[config.mk]
export PLATFORM = sky130hd
export DESIGN_NAME = lector_rtc_flat
export DESIGN_NICKNAME = d
export VERILOG_FILES = /design/src/rtl/lector_rtc_pkg.sv /design/src/rtl/lector_rtc_if.sv /design/src/rtl/lector_rtc_tabla_dir_rtc.sv /design/src/rtl/lector_rtc.sv /design/src/flat_wrapper.sv
export SDC_FILE = /design/constraint.sdc
export NUM_CORES = 1
export LEC_CHECK = 0
export BUFFER_PORTS_ARGS = -buffer_cell sky130_fd_sc_hd__buf_2
export CAP_MARGIN = 20
export CORE_ASPECT_RATIO = 1.4
export CORE_MARGIN = 2
export CORE_UTILIZATION = 61
export DETAILED_ROUTE_END_ITERATION = 8
export GPL_TIMING_DRIVEN = 0
export PLACE_DENSITY = 0.82
export SLEW_MARGIN = 20
export SYNTH_ARGS = -nofsm -noshare
export SYNTH_HDL_FRONTEND = slang
export SYNTH_SLANG_ARGS = --single-unit
[constraint.sdc]
create_clock -name clk -period 7.9 [get_ports clk]
set_input_delay 0.395 -clock clk [delete_from_list [all_inputs] [get_ports clk]]
set_output_delay 0.395 -clock clk [all_outputs]
set_load 0.02 [all_outputs]
[src/rtl/lector_rtc_pkg.sv]
// -----------------------------------------------------------------------------
// lector_rtc_pkg
// Shared definitions for the RTC read sequencer and its address table:
//   - RTC register addresses, including the transfer command address
//   - sequencer state encoding
//   - transaction counts: one command followed by nine register reads
// -----------------------------------------------------------------------------
package lector_rtc_pkg;

    // Command transaction: the RTC latches its counters into the readable
    // registers when this address/data pair is written.
    localparam logic [7:0] ADDR_CMD    = 8'hF0;

    localparam logic [7:0] ADDR_SEG    = 8'h21;
    localparam logic [7:0] ADDR_MIN    = 8'h22;
    localparam logic [7:0] ADDR_HORA   = 8'h23;
    localparam logic [7:0] ADDR_DAY    = 8'h24;
    localparam logic [7:0] ADDR_MONTH  = 8'h25;
    localparam logic [7:0] ADDR_YEAR   = 8'h26;
    localparam logic [7:0] ADDR_SEG_T  = 8'h42;
    localparam logic [7:0] ADDR_MIN_T  = 8'h41;
    localparam logic [7:0] ADDR_HORA_T = 8'h43;

    localparam int N_TRANS = 10;
    localparam int N_DATOS = 9;

    // Index of the last transaction of a sequence.
    localparam logic [3:0] ULTIMO_IDX = 4'(N_TRANS - 1);

    typedef enum logic [1:0] {
        ST_IDLE = 2'd0,
        ST_REQ  = 2'd1,
        ST_GAP  = 2'd2,
        ST_DONE = 2'd3
    } estado_t;

endpackage

[src/rtl/lector_rtc_if.sv]
// -----------------------------------------------------------------------------
// lector_rtc_if
// Request/acknowledge bus between a sequencer (master) and the RTC bus-cycle
// controller (slave).
//   bus_req  : transaction request level, held until bus_ack or abort
//   bus_wr   : 1 = write, 0 = read; stable while bus_req = 1
//   bus_addr : RTC register address; stable while bus_req = 1
//   bus_dout : write data
//   bus_ack  : one-cycle pulse, transaction finished
//   Data_RD  : read data, valid in the bus_ack cycle of a read
// -----------------------------------------------------------------------------
interface lector_rtc_if;
    logic       bus_req;
    logic       bus_wr;
    logic [7:0] bus_addr;
    logic [7:0] bus_dout;
    logic       bus_ack;
    logic [7:0] Data_RD;

    modport master (
        output bus_req,
        output bus_wr,
        output bus_addr,
        output bus_dout,
        input  bus_ack,
        input  Data_RD
    );

    modport slave (
        input  bus_req,
        input  bus_wr,
        input  bus_addr,
        input  bus_dout,
        output bus_ack,
        output Data_RD
    );
endinterface

[src/rtl/lector_rtc_tabla_dir_rtc.sv]
// -----------------------------------------------------------------------------
// tabla_dir_rtc
// Combinational lookup from transaction index to bus attributes.
// The programming path uses the same table.
//   idx      in  4  transaction index (0 = command, 1..9 = register reads)
//   bus_wr   out 1  1 only for the command transaction
//   bus_addr out 8  RTC register address
//   bus_dout out 8  ADDR_CMD for the command, 0 for reads
// -----------------------------------------------------------------------------
module tabla_dir_rtc #(
    parameter logic [7:0] ADDR_CMD = lector_rtc_pkg::ADDR_CMD
) (
    input  logic [3:0] idx,
    output logic       bus_wr,
    output logic [7:0] bus_addr,
    output logic [7:0] bus_dout
);
    import lector_rtc_pkg::*;

    // Index decode; indices outside 0..9 map to a harmless read of address 0.
    always_comb begin
        bus_wr   = 1'b0;
        bus_addr = 8'h00;
        bus_dout = 8'h00;
        case (idx)
            4'd0: begin
                bus_wr   = 1'b1;
                bus_addr = ADDR_CMD;
                bus_dout = ADDR_CMD;
            end
            4'd1:    bus_addr = ADDR_SEG;
            4'd2:    bus_addr = ADDR_MIN;
            4'd3:    bus_addr = ADDR_HORA;
            4'd4:    bus_addr = ADDR_DAY;
            4'd5:    bus_addr = ADDR_MONTH;
            4'd6:    bus_addr = ADDR_YEAR;
            4'd7:    bus_addr = ADDR_SEG_T;
            4'd8:    bus_addr = ADDR_MIN_T;
            4'd9:    bus_addr = ADDR_HORA_T;
            default: bus_addr = 8'h00;
        endcase
    end
endmodule

[src/rtl/lector_rtc.sv]
// -----------------------------------------------------------------------------
// lector_rtc
// Read-side sequencer for the RTC parallel bus. On iniciar it:
//   1. writes the transfer command,
//   2. reads the nine time/date/timer registers into a shadow buffer,
//   3. commits all nine bytes to the outputs together.
// A per-transaction timeout aborts the sequence if the bus controller hangs.
// The committed outputs then keep their previous values.
//   clk, reset        clock, asynchronous active-high reset
//   iniciar           start pulse, accepted only in IDLE
//   bus               master side of the RTC bus
//   seg..hora_t       committed raw BCD register values
//   ocupado           sequence in progress
//   lectura_lista     one-cycle pulse when new values are committed
//   error_to          sticky timeout flag, cleared by the next accepted start
// -----------------------------------------------------------------------------
module lector_rtc #(
    parameter int         TIMEOUT_CICLOS = 255,
    parameter logic [7:0] ADDR_CMD       = lector_rtc_pkg::ADDR_CMD
) (
    input  logic          clk,
    input  logic          reset,
    input  logic          iniciar,
    lector_rtc_if.master  bus,
    output logic [7:0]    seg,
    output logic [7:0]    min,
    output logic [7:0]    hora,
    output logic [7:0]    day,
    output logic [7:0]    month,
    output logic [7:0]    year,
    output logic [7:0]    seg_t,
    output logic [7:0]    min_t,
    output logic [7:0]    hora_t,
    output logic          ocupado,
    output logic          lectura_lista,
    output logic          error_to
);
    import lector_rtc_pkg::*;

    // The timer counts REQ cycles without ack. It is compared against the
    // last allowed value, so a transaction gets TIMEOUT_CICLOS REQ cycles.
    localparam logic [7:0] TIMER_LIM = 8'(TIMEOUT_CICLOS - 1);

    estado_t                   state_q, state_d;
    logic [3:0]                index_q, index_d;
    logic [7:0]                timer_q, timer_d;
    logic [N_DATOS-1:0][7:0]   shadow_q, shadow_d;
    logic [N_DATOS-1:0][7:0]   valores_q, valores_d;
    logic                      error_to_q, error_to_d;

    logic                      bus_req_q, bus_req_d;
    logic                      bus_wr_q, bus_wr_d;
    logic [7:0]                bus_addr_q, bus_addr_d;
    logic [7:0]                bus_dout_q, bus_dout_d;
    logic                      ocupado_q, ocupado_d;
    logic                      lectura_lista_q, lectura_lista_d;

    logic                      tab_wr;
    logic [7:0]                tab_addr;
    logic [7:0]                tab_dout;

    // The table is indexed with the next index, so the registered bus
    // attributes are valid in the first REQ cycle of each transaction.
    tabla_dir_rtc #(
        .ADDR_CMD (ADDR_CMD)
    ) u_tabla (
        .idx      (index_d),
        .bus_wr   (tab_wr),
        .bus_addr (tab_addr),
        .bus_dout (tab_dout)
    );

    // State register.
    always_ff @(posedge clk or posedge reset) begin
        if (reset) begin
            state_q <= ST_IDLE;
        end else begin
            state_q <= state_d;
        end
    end

    // Next-state and datapath update: index, timeout timer, shadow capture, commit.
    always_comb begin
        state_d    = state_q;
        index_d    = index_q;
        timer_d    = timer_q;
        shadow_d   = shadow_q;
        valores_d  = valores_q;
        error_to_d = error_to_q;
        case (state_q)
            ST_IDLE: begin
                if (iniciar) begin
                    state_d    = ST_REQ;
                    index_d    = 4'd0;
                    timer_d    = 8'd0;
                    shadow_d   = '0;
                    error_to_d = 1'b0;
                end else begin
                    state_d = ST_IDLE;
                end
            end
            ST_REQ: begin
                // An ack in the timeout cycle still counts as success.
                if (bus.bus_ack) begin
                    if (index_q != 4'd0) begin
                        shadow_d[index_q - 4'd1] = bus.Data_RD;
                    end else begin
                        shadow_d = shadow_q;
                    end
                    timer_d = 8'd0;
                    state_d = ST_GAP;
                end else if (timer_q == TIMER_LIM) begin
                    error_to_d = 1'b1;
                    timer_d    = 8'd0;
                    index_d    = 4'd0;
                    state_d    = ST_IDLE;
                end else begin
                    timer_d = timer_q + 8'd1;
                end
            end
            ST_GAP: begin
                if (index_q == ULTIMO_IDX) begin
                    valores_d = shadow_q;
                    state_d   = ST_DONE;
                end else begin
                    index_d = index_q + 4'd1;
                    state_d = ST_REQ;
                end
            end
            ST_DONE: begin
                state_d = ST_IDLE;
            end
            default: begin
                state_d = ST_IDLE;
            end
        endcase
    end

    // Output decode from the next state, so the flopped outputs line up with the state.
    always_comb begin
        bus_req_d       = (state_d == ST_REQ);
        ocupado_d       = (state_d != ST_IDLE);
        lectura_lista_d = (state_d == ST_DONE);
        if (state_d == ST_REQ) begin
            bus_wr_d   = tab_wr;
            bus_addr_d = tab_addr;
            bus_dout_d = tab_dout;
        end else begin
            bus_wr_d   = 1'b0;
            bus_addr_d = 8'h00;
            bus_dout_d = 8'h00;
        end
    end

    // Datapath and output registers.
    always_ff @(posedge clk or posedge reset) begin
        if (reset) begin
            index_q         <= 4'd0;
            timer_q         <= 8'd0;
            shadow_q        <= '0;
            valores_q       <= '0;
            error_to_q      <= 1'b0;
            bus_req_q       <= 1'b0;
            bus_wr_q        <= 1'b0;
            bus_addr_q      <= 8'h00;
            bus_dout_q      <= 8'h00;
            ocupado_q       <= 1'b0;
            lectura_lista_q <= 1'b0;
        end else begin
            index_q         <= index_d;
            timer_q         <= timer_d;
            shadow_q        <= shadow_d;
            valores_q       <= valores_d;
            error_to_q      <= error_to_d;
            bus_req_q       <= bus_req_d;
            bus_wr_q        <= bus_wr_d;
            bus_addr_q      <= bus_addr_d;
            bus_dout_q      <= bus_dout_d;
            ocupado_q       <= ocupado_d;
            lectura_lista_q <= lectura_lista_d;
        end
    end

    assign bus.bus_req    = bus_req_q;
    assign bus.bus_wr     = bus_wr_q;
    assign bus.bus_addr   = bus_addr_q;
    assign bus.bus_dout   = bus_dout_q;

    assign seg            = valores_q[0];
    assign min            = valores_q[1];
    assign hora           = valores_q[2];
    assign day            = valores_q[3];
    assign month          = valores_q[4];
    assign year           = valores_q[5];
    assign seg_t          = valores_q[6];
    assign min_t          = valores_q[7];
    assign hora_t         = valores_q[8];
    assign ocupado        = ocupado_q;
    assign lectura_lista  = lectura_lista_q;
    assign error_to       = error_to_q;
endmodule

[src/flat_wrapper.sv]
// flat-port wrapper written by rule: the top's interface ports become plain ports
module lector_rtc_flat import lector_rtc_pkg::*;
#(
    parameter int         TIMEOUT_CICLOS = 255,
    parameter logic [7:0] ADDR_CMD       = lector_rtc_pkg::ADDR_CMD
)
  (clk, reset, iniciar, seg, min, hora, day, month, year, seg_t, min_t, hora_t, ocupado, lectura_lista, error_to, bus_bus_req, bus_bus_wr, bus_bus_addr, bus_bus_dout, bus_bus_ack, bus_Data_RD);
  lector_rtc_if bus_i ();
  input  logic clk;
  input  logic reset;
  input  logic iniciar;
  output logic [7:0] seg;
  output logic [7:0] min;
  output logic [7:0] hora;
  output logic [7:0] day;
  output logic [7:0] month;
  output logic [7:0] year;
  output logic [7:0] seg_t;
  output logic [7:0] min_t;
  output logic [7:0] hora_t;
  output logic ocupado;
  output logic lectura_lista;
  output logic error_to;
  output wire logic [$bits(bus_i.bus_req)-1:0] bus_bus_req;
  output wire logic [$bits(bus_i.bus_wr)-1:0] bus_bus_wr;
  output wire logic [$bits(bus_i.bus_addr)-1:0] bus_bus_addr;
  output wire logic [$bits(bus_i.bus_dout)-1:0] bus_bus_dout;
  input wire logic [$bits(bus_i.bus_ack)-1:0] bus_bus_ack;
  input wire logic [$bits(bus_i.Data_RD)-1:0] bus_Data_RD;
  assign bus_bus_req = bus_i.bus_req;
  assign bus_bus_wr = bus_i.bus_wr;
  assign bus_bus_addr = bus_i.bus_addr;
  assign bus_bus_dout = bus_i.bus_dout;
  assign bus_i.bus_ack = bus_bus_ack;
  assign bus_i.Data_RD = bus_Data_RD;
  lector_rtc #(.TIMEOUT_CICLOS(TIMEOUT_CICLOS), .ADDR_CMD(ADDR_CMD)) u_core (.clk(clk), .reset(reset), .iniciar(iniciar), .bus(bus_i), .seg(seg), .min(min), .hora(hora), .day(day), .month(month), .year(year), .seg_t(seg_t), .min_t(min_t), .hora_t(hora_t), .ocupado(ocupado), .lectura_lista(lectura_lista), .error_to(error_to));
endmodule
Yosys cells after proc, flatten, opt, wreduce, memory -nomap -nowiden
Index checks and enable logic that the tools add are counted.
Storage, ports and cells
  bits of input ports: 12
  output and inout bits: 93
  logic and storage cells: 95
  register bits: 179
Operators by class
  $lt $le $gt $ge: 2
  mux-type cells: 31
  equal/unequal tests: 21
  add/subtract/negate cells: 3
  reduce and logical (&&, ||, !) cells: 10
Operator list (count)
  2-to-1 mux 72 bit: 3
  one-hot mux 72 bit (2 select lines): 1
  one-hot mux 8 bit (10 select lines): 1
  bitwise mux 72 bit: 1
  2-to-1 mux 8 bit: 7
  demux 8 bit (select 4 bit): 1
  equality test 4 x 3 -> 1 bit, second input constant: 4
  2-to-1 mux 4 bit: 4
  one-hot mux 8 bit (2 select lines): 1
  equality test 4 bit, second input constant: 3
  one-hot mux 4 bit (3 select lines): 1
  adder 8 x 1 -> 8 bit, second input constant: 1
  equality test 4 x 2 -> 1 bit, second input constant: 2
  equality test 8 bit, second input constant: 1
  one-hot mux 2 bit (4 select lines): 1
  AND reduction 4 bit: 2
  equality test 2 bit, second input constant: 3
  2-to-1 mux 1 bit: 6
  2-to-1 mux 2 bit: 3
  inequality test 2 bit, second input constant: 3
  < comparator 4 x 5 -> 1 bit, second input constant: 1
  adder 4 x 1 -> 4 bit, second input constant: 1
  equality test 2 x 1 -> 1 bit, second input constant: 2
  equality test 4 x 1 -> 1 bit, second input constant: 1
  10 further kinds: 13

Logic depth before layout (Yosys ltp)
Gate-level depths: netlist of run 1.
  word-level depth: 9
  gate-level depth with buffers: 9

Cells and area by module
A second synthesis of run 1 with hierarchy kept.
Unflattened totals
  cells, all modules: 535
  area total of the unflattened synthesis: 7216.9 um^2
By module, submodules not included
  lector_rtc: cells an instance 509, instances 1, area an instance 7048.0 um^2
  tabla_dir_rtc: cells an instance 26, instances 1, area an instance 168.9 um^2

Least setup slack after synthesis of run 1
OpenSTA, ideal clock, no wires.
  path kind: register to register
  from: register u_core.index_q[0]
  to: register u_core.shadow_q[64] in the netlist's numbering
  stages on the path, launching flop included: 10
  path buffers: 1
  clock period less this slack: 2.072 ns
  setup slack: 5.828 ns
  arrival time: 1.950 ns
  path through: dfrtp_1 > inv_1 > ha_1 > or2_2 > o21ai_0 > a2bb2oi_1 > nor2b_1 > buf_2 > o21ai_1 > a32o_1
Between the ends
  cells in the longest elaborated chain, start to end: 9
Ends and longest elaborated chain
  start, declared: line lector_rtc.sv:45  | logic [3:0] index_q, index_d;
  start signal, assigned: line lector_rtc.sv:170  | index_q <= index_d;
  subtractor 4 x 1 -> 4 bit: line lector_rtc.sv:106  | shadow_d[index_q - 4'd1] = bus.Data_RD;
  < comparator 4 x 5 -> 1 bit (not written as such) or >= comparator 4 x 1 -> 1 bit (tied branches): line lector_rtc.sv:106
  logical AND 1 bit (not written as such): line lector_rtc.sv:106
  2-to-1 mux 8 bit (not written as such): line lector_rtc.sv:106
  demux 8 bit (select 4 bit)
  bitwise mux 72 bit: line lector_rtc.sv:106
  2-to-1 mux 72 bit: line lector_rtc.sv:105  | if (index_q != 4'd0) begin
  2-to-1 mux 72 bit: line lector_rtc.sv:104  | if (bus.bus_ack) begin
  one-hot mux 72 bit (2 select lines): line lector_rtc.sv:90  | case (state_q)
  end signal, assigned: line lector_rtc.sv:172  | shadow_q <= shadow_d;
  end, declared: line lector_rtc.sv:47  | logic [N_DATOS-1:0][7:0] shadow_q, shadow_d;
Several ways; a longest one is shown, not always the timed one. The select of a mux whose other input is x is not followed.
A chain may end at the register's enable or synchronous reset.

Worst setup path after layout of run 1
  from: register u_core.index_q[0]
  to: register u_core.shadow_q[65] in the netlist's numbering
Same word-level chain as after synthesis.

==> results of run 1 <==
## logic make-up after synthesis
group	synth area share, %
flops	61.43
compound gates	15.36
mux	12.07
simple gates	5.634
buf+inv	3.690
fa+ha+maj	1.636
other cells	0.05447
xor+xnor	0.1272
## metrics by stage
stage	setup WS [ps]	power (µW)
3_5_place_dp	5417	1539
6_report	5279	2480
2_1_floorplan	2930	1386
5_1_grt	5039	2581
4_1_cts	5324	2482
3_3_place_gp	1662	1512
## critical path, cell delays in order (launching register included)
cell       delay, ps
dfrtp_1          550
inv_1            200
ha_1             300
or2_2            290
o21ai_0          170
a2bb2oi_1        110
nor2b_1          120
buf_2            220
o21ai_1          220
a32o_1           320
## flip-flops by register name, indices dropped and copies added, names as in the netlist
| name | count |
|---|---|
| u_core.error_to | 1 |
| u_core.min | 8 |
| u_core.hora_t | 8 |
| u_core.ocupado | 1 |
| u_core.seg | 8 |
| u_core.min_t | 8 |
| u_core.index_q | 4 |
| u_core.state_q | 2 |
| u_core.seg_t | 8 |
| u_core.bus.bus_addr | 6 |
| u_core.shadow_q | 72 |
| u_core.year | 8 |
| u_core.month | 8 |
| u_core.day | 8 |
| u_core.timer_q | 8 |
| u_core.hora | 8 |
| u_core.bus.bus_req | 1 |
| u_core.lectura_lista | 1 |
| u_core.bus.bus_dout | 1 |
## power groups by stage
stage	clock network (µW)	logic (µW)	registers, µW
floorplan	0	394	992
global placement	0	534	978
finish	940	571	969
detailed placement	0	557	982
CTS	947	567	968
global route	984	623	974
## cell usage in the layout, fill, tap and decap left out, drive strengths merged, types with 3 or more instances in the layout
cell type,count
dfrtp,169
buf,129
mux2,72
o2bb2ai,65
nand2,29
clkbuf,26
o21ai,18
inv,13
a32o,10
nor2,9
ha,9
a21bo,8
a21oi,7
bufinv,6
nand3,5
conb,5
nor4,5
nor3b,4
nand2b,3
nor2b,3
a31oi,3
nand4,3
o31ai,3
clkinv,3
## cell type report
| cell class | count | area share [%] |
|---|---|---|
| sequential | 169 | 51.08 |
| multi-input combinational | 284 | 29.18 |
| timing repair buffer | 100 | 6.317 |
| clock buffer | 20 | 5.516 |
| clock inverter | 11 | 2.614 |
| buffer | 35 | 2.569 |
| tap | 141 | 2.131 |
| inverter | 11 | 0.5894 |
## synthesized netlist by cell type (3+ instances only)
cell	number
a21bo_2	8
a21oi_1	6
a31oi_1	3
a32o_1	10
buf_2	14
buf_4	13
clkbuf_1	6
dfrtp_1	169
ha_1	9
inv_1	11
mux2_2	72
nand2_1	27
nand2b_1	3
nand3_1	5
nor2_1	9
nor2b_1	3
nor4_1	4
o21ai_0	15
o2bb2ai_1	65
## worst max path at each step
stage / start / end / slack [ps] / cells past startpoint
after floorplan: reset / u_core.bus.bus_addr[0] / 2930 / 1
after global placement: reset / u_core.month[6] / 1660 / 2
after detailed placement: u_core.index_q[0] / u_core.shadow_q[19] / 5420 / 8
after CTS: u_core.index_q[0] / u_core.shadow_q[2] / 5320 / 6
after global routing: u_core.index_q[0] / u_core.shadow_q[2] / 5040 / 8
final: u_core.index_q[0] / u_core.shadow_q[65] / 5280 / 9
## routing by layer
layer | share of wire [%] | wire length (µm)
met2 | 55 | 8537
met5 | 0 | 0
met4 | 1.8 | 279
met1 | 38 | 6001
met3 | 5.1 | 792
==> results.toml, run 1 <==
[place]
gp_congestion = 0.8060
place_area_um2 = 7606
dp_hpwl_um = 10230
io_buffers = 99
place_inst = 740

[timing]
post-route-min-period_ps = 2621
fin_setup_tns_ps = 0
fin_hold_ws_ps = 5.373
drv_slew = 0
skew_ps = 7.645
setup_viol = 0
post-route-period-util_pct = 33.17
fmax_ghz = 0.3816
hold_viol = 0
rsz0062_at_grt = "no"
max_slew_margin_pct = 52.52
worst_pin_slew_ps = 712.2

[logic_synthesis]
synth_edf_count = 0
ys_async_sr_fraction_pct = 100.0
synth_top_area_share_pct = 61.43
synth.distinct_cells = 51
synth_flop_cell = "dfrtp_1"
yosysSeqAreaShare_pct = 61.43
ys_top_cells_by_area = "dfrtp_1 61%, mux2_2 12%, o2bb2ai_1 8.3%, ha_1 1.6%, nand2_1 1.5%"
yosysTopAreaCell = "dfrtp_1"
synthCells = 495
syn_area_um2 = 6884
ys_warn_count = 0
avgSynthCellArea_um2 = 13.91
ys_ff_latch = 169

[global_routing]
use_met3_pct = 6.178
grt_pass1_wl_um = 25100
track_usage_pct = 27.08
first_global_vias = 4797
top_usage_layer = "met2"
met1_usage_pct = 34.48
met2_usage_pct = 45.63
antenna_found_initial = 0
grt-ovfl-total = 0
grt_max_degree = 107

[hold_path]
hp-class = "primary input to async pin"

[drt]
drt_pass1_iterations = 4
drc_errors = 0
routedWlPerCell_um = 20.25
drt_iter0_drc = 226
wirelength_um = 15610
via_count = 4714
viasPerCell = 6.114
ant_nets = 0

[pwr]
clkPwrFrac_pct = 37.9
power.switching_uw = 745.9
seq_power_share_pct = 39.1
pwr-share-comb_pct = 23.0
internal-power_uw = 1734
ir_drop_uv = 191.9
p_sw_share_pct = 30.08
p_per_area_nw_per_um2 = 299.5
leakagePower_uw = 0.004246

[flow_run]
maxCapViolations = 0

[clock_network]
clock_sinks = 169
clkLatencyLatePin_ps = 420
cts_tree = "built"
cts_buffers = 17
clk_path_buf_depth = 2
cts_setup_buffers = 0
cts_root_buffer = "clkbuf_16"
htreeDepth = 4
hold_buffers = 0
clkTransAtPathRegs_ps = 60
cts_resized = 0

[floorplan]
die_h_um = 129.7
core_um2 = 10920
num_rows = 45
die_w_um = 93.79
start_util_pct = 63.02
io_pins = 105
dieArea_um2 = 12160

[final_layout]
seq_area_um2 = 4229
nets = 639
drive_gt1_share_pct = 40.48
fin_area_um2 = 8279
fin_cells = 771
utilization_pct = 75.80
fill_cells = 702
multi_input_area_um2 = 2416
diodes = 0
syn2layout_area_growth_pct = 20.27

[critical_path]
rr_endpoint = "u_core.shadow_q[65]"
crit_required_ps = 8200
reg2reg_from = "u_core.index_q[0]"
start_kind = "register"
arrival_ps = 2920
regToRegSetupSlack_ps = 5280
critPathKind = "register to register"
cp-end-kind = "register"
crit_fanout = 9
reg2regPathDepth = 9

[status]
status = "complete, no violations"
Note: power is estimated with default switching activity, not from simulation.
==> inputs of run 2 (changes only) <==
--- a/config.mk
+++ b/config.mk
@@ -9,10 +9,10 @@
 export CAP_MARGIN = 20
 export CORE_ASPECT_RATIO = 1.4
 export CORE_MARGIN = 2
-export CORE_UTILIZATION = 61
+export CORE_UTILIZATION = 56
 export DETAILED_ROUTE_END_ITERATION = 8
 export GPL_TIMING_DRIVEN = 0
-export PLACE_DENSITY = 0.82
+export PLACE_DENSITY = 0.76
 export SLEW_MARGIN = 20
 export SYNTH_ARGS = -nofsm -noshare
 export SYNTH_HDL_FRONTEND = slang
==> constraint.sdc (replaced) <==
create_clock -name clk -period 2.69 [get_ports clk]
set_input_delay 0.1345 -clock clk [delete_from_list [all_inputs] [get_ports clk]]
set_output_delay 0.1345 -clock clk [all_outputs]
set_load 0.02 [all_outputs]
==> run 2 against run 1 <==
Net effect:
- power grew to 2.9 times the previous value
- register-to-register slack lost 5100 ps
- clock skew grew 5.0 ps
- largest cell class unchanged
- highest routed layer unchanged
- non-clock buffer count grew 11
- critical path type unchanged
- clock power grew to 2.9 times the previous value
- sequential share of layout area shrank 0.81 points
- first-iteration DRC count grew 1.3%
==> results.toml, run 2 (synthesized netlist as in run 1, its figures left out) <==
[critical_path]
reg2reg_from = "u_core.index_q[1]"
cp_slowest_cell = "dfrtp_1"
crit_required_ps = 2970
start_kind = "register"
crit_path_start = "u_core.index_q[1]"
reg2regPathDepth = 8
cpPeakStageDelay_ps = 460
cp-end-kind = "register"
path_cells = "inv_1 -> ha_1 -> nand2_1 -> o2bb2ai_1 -> nand2_1 -> a21bo_2 -> clkbuf_1 -> o2bb2ai_1"
critPathKind = "register to register"
arrival_ps = 2740
crit_fanout = 9

[global_routing]
grt-ovfl-total = 0
first_global_vias = 4892
grt_pass1_wl_um = 24600
antenna_found_initial = 0
track_usage_pct = 23.71
grt_max_degree = 39

[clock_network]
cts_buffers = 17
clkLatencyLatePin_ps = 420
cts_root_buffer = "clkbuf_16"
cts_setup_buffers = 0
clk_path_buf_depth = 2
clkTransAtPathRegs_ps = 70
cts_tree = "built"
htreeDepth = 4
clock_sinks = 169

[timing]
fmax_ghz = 0.4063
hold_viol = 0
rsz0062_at_grt = "yes"
skew_ps = 12.63
drv_slew = 0
post-route-period-util_pct = 91.49
post-route-min-period_ps = 2461
worst_pin_slew_ps = 747.8
max_slew_margin_pct = 50.04
setup_viol = 0
fin_hold_ws_ps = 24.18

[final_layout]
syn2layout_area_growth_pct = 22.25
final_common_cell = "dfrtp_1"
nets = 650
largest-register = "u_core.shadow_q"
diodes = 0
fin_area_um2 = 8416
largest_reg_flops = 72
final_cell_mix = "168 x dfrtp_1, 113 x buf_2, 72 x mux2_2"
drive_gt1_share_pct = 40.81

[place]
place_area_um2 = 7662
dp_hpwl_um = 10160
gp_congestion = 0.8164
io_buffers = 99

[pwr]
internal-power_uw = 5016
leakagePower_uw = 0.004287
clkPwrFrac_pct = 37.8
p_per_area_nw_per_um2 = 860.6
p_sw_share_pct = 30.74
power.switching_uw = 2227
pwr-share-comb_pct = 23.0
ir_drop_uv = 471.5
totalPowerFinal_uw = 7242
seq_power_share_pct = 39.2

[floorplan]
die_h_um = 135.2
core_um2 = 11940
die_w_um = 97.71
num_rows = 47
io_pins = 105
start_util_pct = 57.67
dieArea_um2 = 13210

[drt]
drt_pass1_iterations = 4
viasPerCell = 5.811
drt_iter0_drc = 229
routedWlPerCell_um = 18.90
via_count = 4585
drc_errors = 0
wirelength_um = 14920
ant_nets = 0

[hold_path]
min_from = "bus_Data_RD[7]"
hold_path_depth = 2
hp-class = "primary input to register"

[status]
status = "complete, no violations"

[flow_run]
maxCapViolations = 0
==> run 2: changes by cell type in the layout (fill, tap and decap cells not counted), moves of 2 or more <==
cell,previous run,this run
inv_6,2,5
clkinv_2,2,0
buf_12,0,4
clkinvlp_4,0,3
dlygate4sd3_1,0,8
==> run 2: path summary, 6_finish.rpt <==
path | to | slack [ps]
worst max-delay path | u_core.shadow_q[12] | 230
max in group asynchronous | u_core.state_q[0] | 1420
min in group asynchronous | u_core.hora_t[1] | 390
worst max register to register | u_core.shadow_q[12] | 230
worst min register to register | u_core.shadow_q[63] | 480
worst min-delay path | u_core.shadow_q[71] | 20
==> run 2: power by group through the flow <==
stage          Combinational (µW)  Clock, µW  Sequential, µW
2_1_floorplan                1160          0            2910
3_3_place_gp                 1570          0            2880
3_5_place_dp                 1630          0            2880
4_1_cts                      1660       2770            2840
5_1_grt                      1830       2890            2860
6_report                     1660       2740            2840
==> run 2: critical path: cells and delay by family, from the launching register on <==
family,cells,cell delay (ps)
AOI/OAI and AO/OA,3,760
buffers and inverters,2,450
DFF,1,460
adders and majority gates,1,290
and+or+nand+nor,2,370
==> run 2: area by class of cell <==
type / count / area (µm²)
flip-flops and latches: 169 / 4230
fillers: 816 / 3522
multi-input cells: 284 / 2420
repair buffers: 111 / 655.6
clock buffers: 18 / 439.2
clock inverters: 14 / 229.0
plain buffers: 35 / 212.7
well taps: 147 / 183.9
inverters: 11 / 45.04
==> run 2: stage by stage <==
stage | setup WS, ps | TNS, ps | util (%) | instances
finish | 228.9 | 0 | 70.50 | 789
global route | -10.23 | -20.11 | 70.50 | 789
CTS | 173.2 | 0 | 70.45 | 789
detailed placement | 206.2 | 0 | 64.19 | 749
global placement | -401.8 | -65350 | 63.52 | 745
floorplan | 400.8 | 0 | - | 499
==> run 2: repair_timing <==
action / CTS / global route
hold buffers: 8 / 0
setup endpoints to repair: 0 / 11
gates resized for setup: 0 / 2
endpoints found under the hold margin: 38 / 0
==> run 2: per-layer routing <==
metal,up-vias,global-route usage (%),wire (µm)
li1,2087,-,-
met1,2348,29.37,6154
met2,116,40.23,7720
met3,34,5.160,602
met4,0,10.65,438
met5,-,0,0
==> inputs of run 3 (changes only) <==
--- a/config.mk
+++ b/config.mk
@@ -8,10 +8,10 @@
 export BUFFER_PORTS_ARGS = -buffer_cell sky130_fd_sc_hd__buf_2
 export CAP_MARGIN = 20
 export CORE_ASPECT_RATIO = 1.4
-export CORE_MARGIN = 2
 export CORE_UTILIZATION = 56
 export DETAILED_ROUTE_END_ITERATION = 8
 export GPL_TIMING_DRIVEN = 0
+export MAX_ROUTING_LAYER = met4
 export PLACE_DENSITY = 0.76
 export SLEW_MARGIN = 20
 export SYNTH_ARGS = -nofsm -noshare
==> run 3 against run 2 <==
Net effect:
- power down 5.2%
- register-to-register slack barely moved
- clock skew shrank 5.8 ps
- cell count unchanged
- critical path type unchanged
- largest cell class unchanged
==> results.toml, run 3 (synthesized netlist as in run 1, its figures left out) <==
[clock_network]
cts_root_buffer = "clkbuf_16"
cts_buffers = 17
clkTransAtPathRegs_ps = 70
cts_tree = "built"
clkLatencyLatePin_ps = 420
htreeDepth = 4
clk_path_buf_depth = 2
clock_sinks = 169

[timing]
rsz0062_at_grt = "no"
setup_viol = 0
fmax_ghz = 0.4073
skew_ps = 6.837
worst_pin_slew_ps = 751.6
post-route-period-util_pct = 91.27
post-route-min-period_ps = 2455
worst_slack_ps = 234.8
max_slew_margin_pct = 49.79
drv_slew = 0
hold_viol = 0

[global_routing]
antenna_found_initial = 0
grt-ovfl-total = 0
grt_pass1_wl_um = 24290
track_usage_pct = 26.20
grt_max_degree = 37
first_global_vias = 4878

[drt]
drc_errors = 0
viasPerCell = 5.829
drt_pass1_iterations = 4
drt_iter0_drc = 184
routedWlPerCell_um = 18.98
via_count = 4599
ant_nets = 0
wirelength_um = 14970

[final_layout]
drive_gt1_share_pct = 40.50
final_common_cell = "dfrtp_1"
syn2layout_area_growth_pct = 20.88
largest-register = "u_core.shadow_q"
final_cell_mix = "168 x dfrtp_1, 113 x buf_2, 72 x mux2_2"
diodes = 0
fill_cells = 833
nets = 650
fin_area_um2 = 8322
largest_reg_flops = 72

[pwr]
ir_drop_uv = 426.9
internal-power_uw = 4686
p_per_area_nw_per_um2 = 825.4
clkPwrFrac_pct = 34.5
leakagePower_uw = 0.004238
seq_power_share_pct = 41.4
power.switching_uw = 2183
pwr-share-comb_pct = 24.1
p_sw_share_pct = 31.78
totalPowerFinal_uw = 6869

[critical_path]
regToRegSetupSlack_ps = 230
arrival_ps = 2740
crit_fanout = 9
rr_endpoint = "u_core.shadow_q[26]"
crit_required_ps = 2970
critPathKind = "register to register"
reg2regPathDepth = 8
cp-end-kind = "register"
reg2reg_from = "u_core.index_q[1]"
start_kind = "register"

[floorplan]
dieArea_um2 = 12750
die_w_um = 95.71
io_pins = 105
core_um2 = 11880
die_h_um = 133.2
num_rows = 47
start_util_pct = 57.95

[place]
dp_hpwl_um = 10250
io_buffers = 99
place_area_um2 = 7662
place_ws_ps = 208.2
gp_congestion = 0.8401

[hold_path]
hold_path_depth = 2
hold_end = "u_core.shadow_q[71]"
hp-class = "primary input to register"
min_from = "bus_Data_RD[7]"

[status]
status = "complete, no violations"

[flow_run]
maxCapViolations = 0
[run 3: changes by cell type in the layout (fill, tap and decap cells not counted), sizes merged]
| cell | before | now |
|---|---|---|
| clkinvlp | 3 | 5 |
| clkinv | 1 | 6 |
| inv | 16 | 12 |
| bufinv | 5 | 2 |
[run 3: worst max-delay path by stage]
stage | endpoint | slack [ps] | startpoint | cells past startpoint
after global routing | u_core.shadow_q[71] | 50 | u_core.index_q[1] | 9
after global placement | u_core.min[0] | -370 | reset | 2
after CTS | u_core.shadow_q[71] | 200 | u_core.index_q[0] | 9
after detailed placement | u_core.shadow_q[69] | 210 | u_core.index_q[0] | 9
after floorplan | u_core.bus.bus_addr[0] | 400 | reset | 1
final | u_core.shadow_q[26] | 230 | u_core.index_q[1] | 8
[run 3: per-layer routing]
layer / GRT usage (%) / share of wire (%) / vias to the layer above
li1: - / - / 2075
met1: 31.03 / 40 / 2376
met2: 43.06 / 53 / 119
met3: 5.422 / 4.0 / 29
met4: 11.03 / 2.6 / 0
met5: - / 0 / -
[run 3: area by class of cell]
cell class,instances,area [µm²],area share [%]
buffer,35,212.7,2.556
inverter,11,45.04,0.5413
clock buffer,18,429.2,5.157
multi-input combinational,284,2416,29.03
sequential,169,4230,50.83
timing repair buffer,111,655.6,7.879
clock inverter,14,148.9,1.789
tap,147,183.9,2.210
[run 3: worst max-delay path, cell delays in order (launching register included)]
cell and delay, ps:
dfrtp_1 460, inv_1 220, ha_1 290, nand2_1 90, o2bb2ai_1 280, nand2_1 280, a21bo_2 280, clkbuf_1 210
o2bb2ai_1 190
[run 3: metrics by stage]
step	std cells	hold slack, ps	TNS [ps]	util [%]
finish	789	34.89	0	70.05
floorplan	499	296.0	0	-
global route	789	29.32	0	70.05
CTS	789	22.83	0	70.04
global placement	745	407.6	-59910	63.83
detailed placement	749	304.2	0	64.50
[run 3: power by group through the flow]
| stage | sequential, µW | clock, µW | combinational (µW) |
|---|---|---|---|
| after floorplan | 2910 | 0 | 1160 |
| after global placement | 2880 | 0 | 1560 |
| final | 2840 | 2370 | 1660 |
| after CTS | 2840 | 2410 | 1660 |
| after detailed placement | 2880 | 0 | 1630 |
| after global routing | 2860 | 2520 | 1810 |
[run 3: repair_timing]
item,CTS,global route
resized for setup,0,1
buffers inserted,0,0
hold endpoints to repair,38,0
hold buffers,8,0
endpoints found under the setup margin,0,4
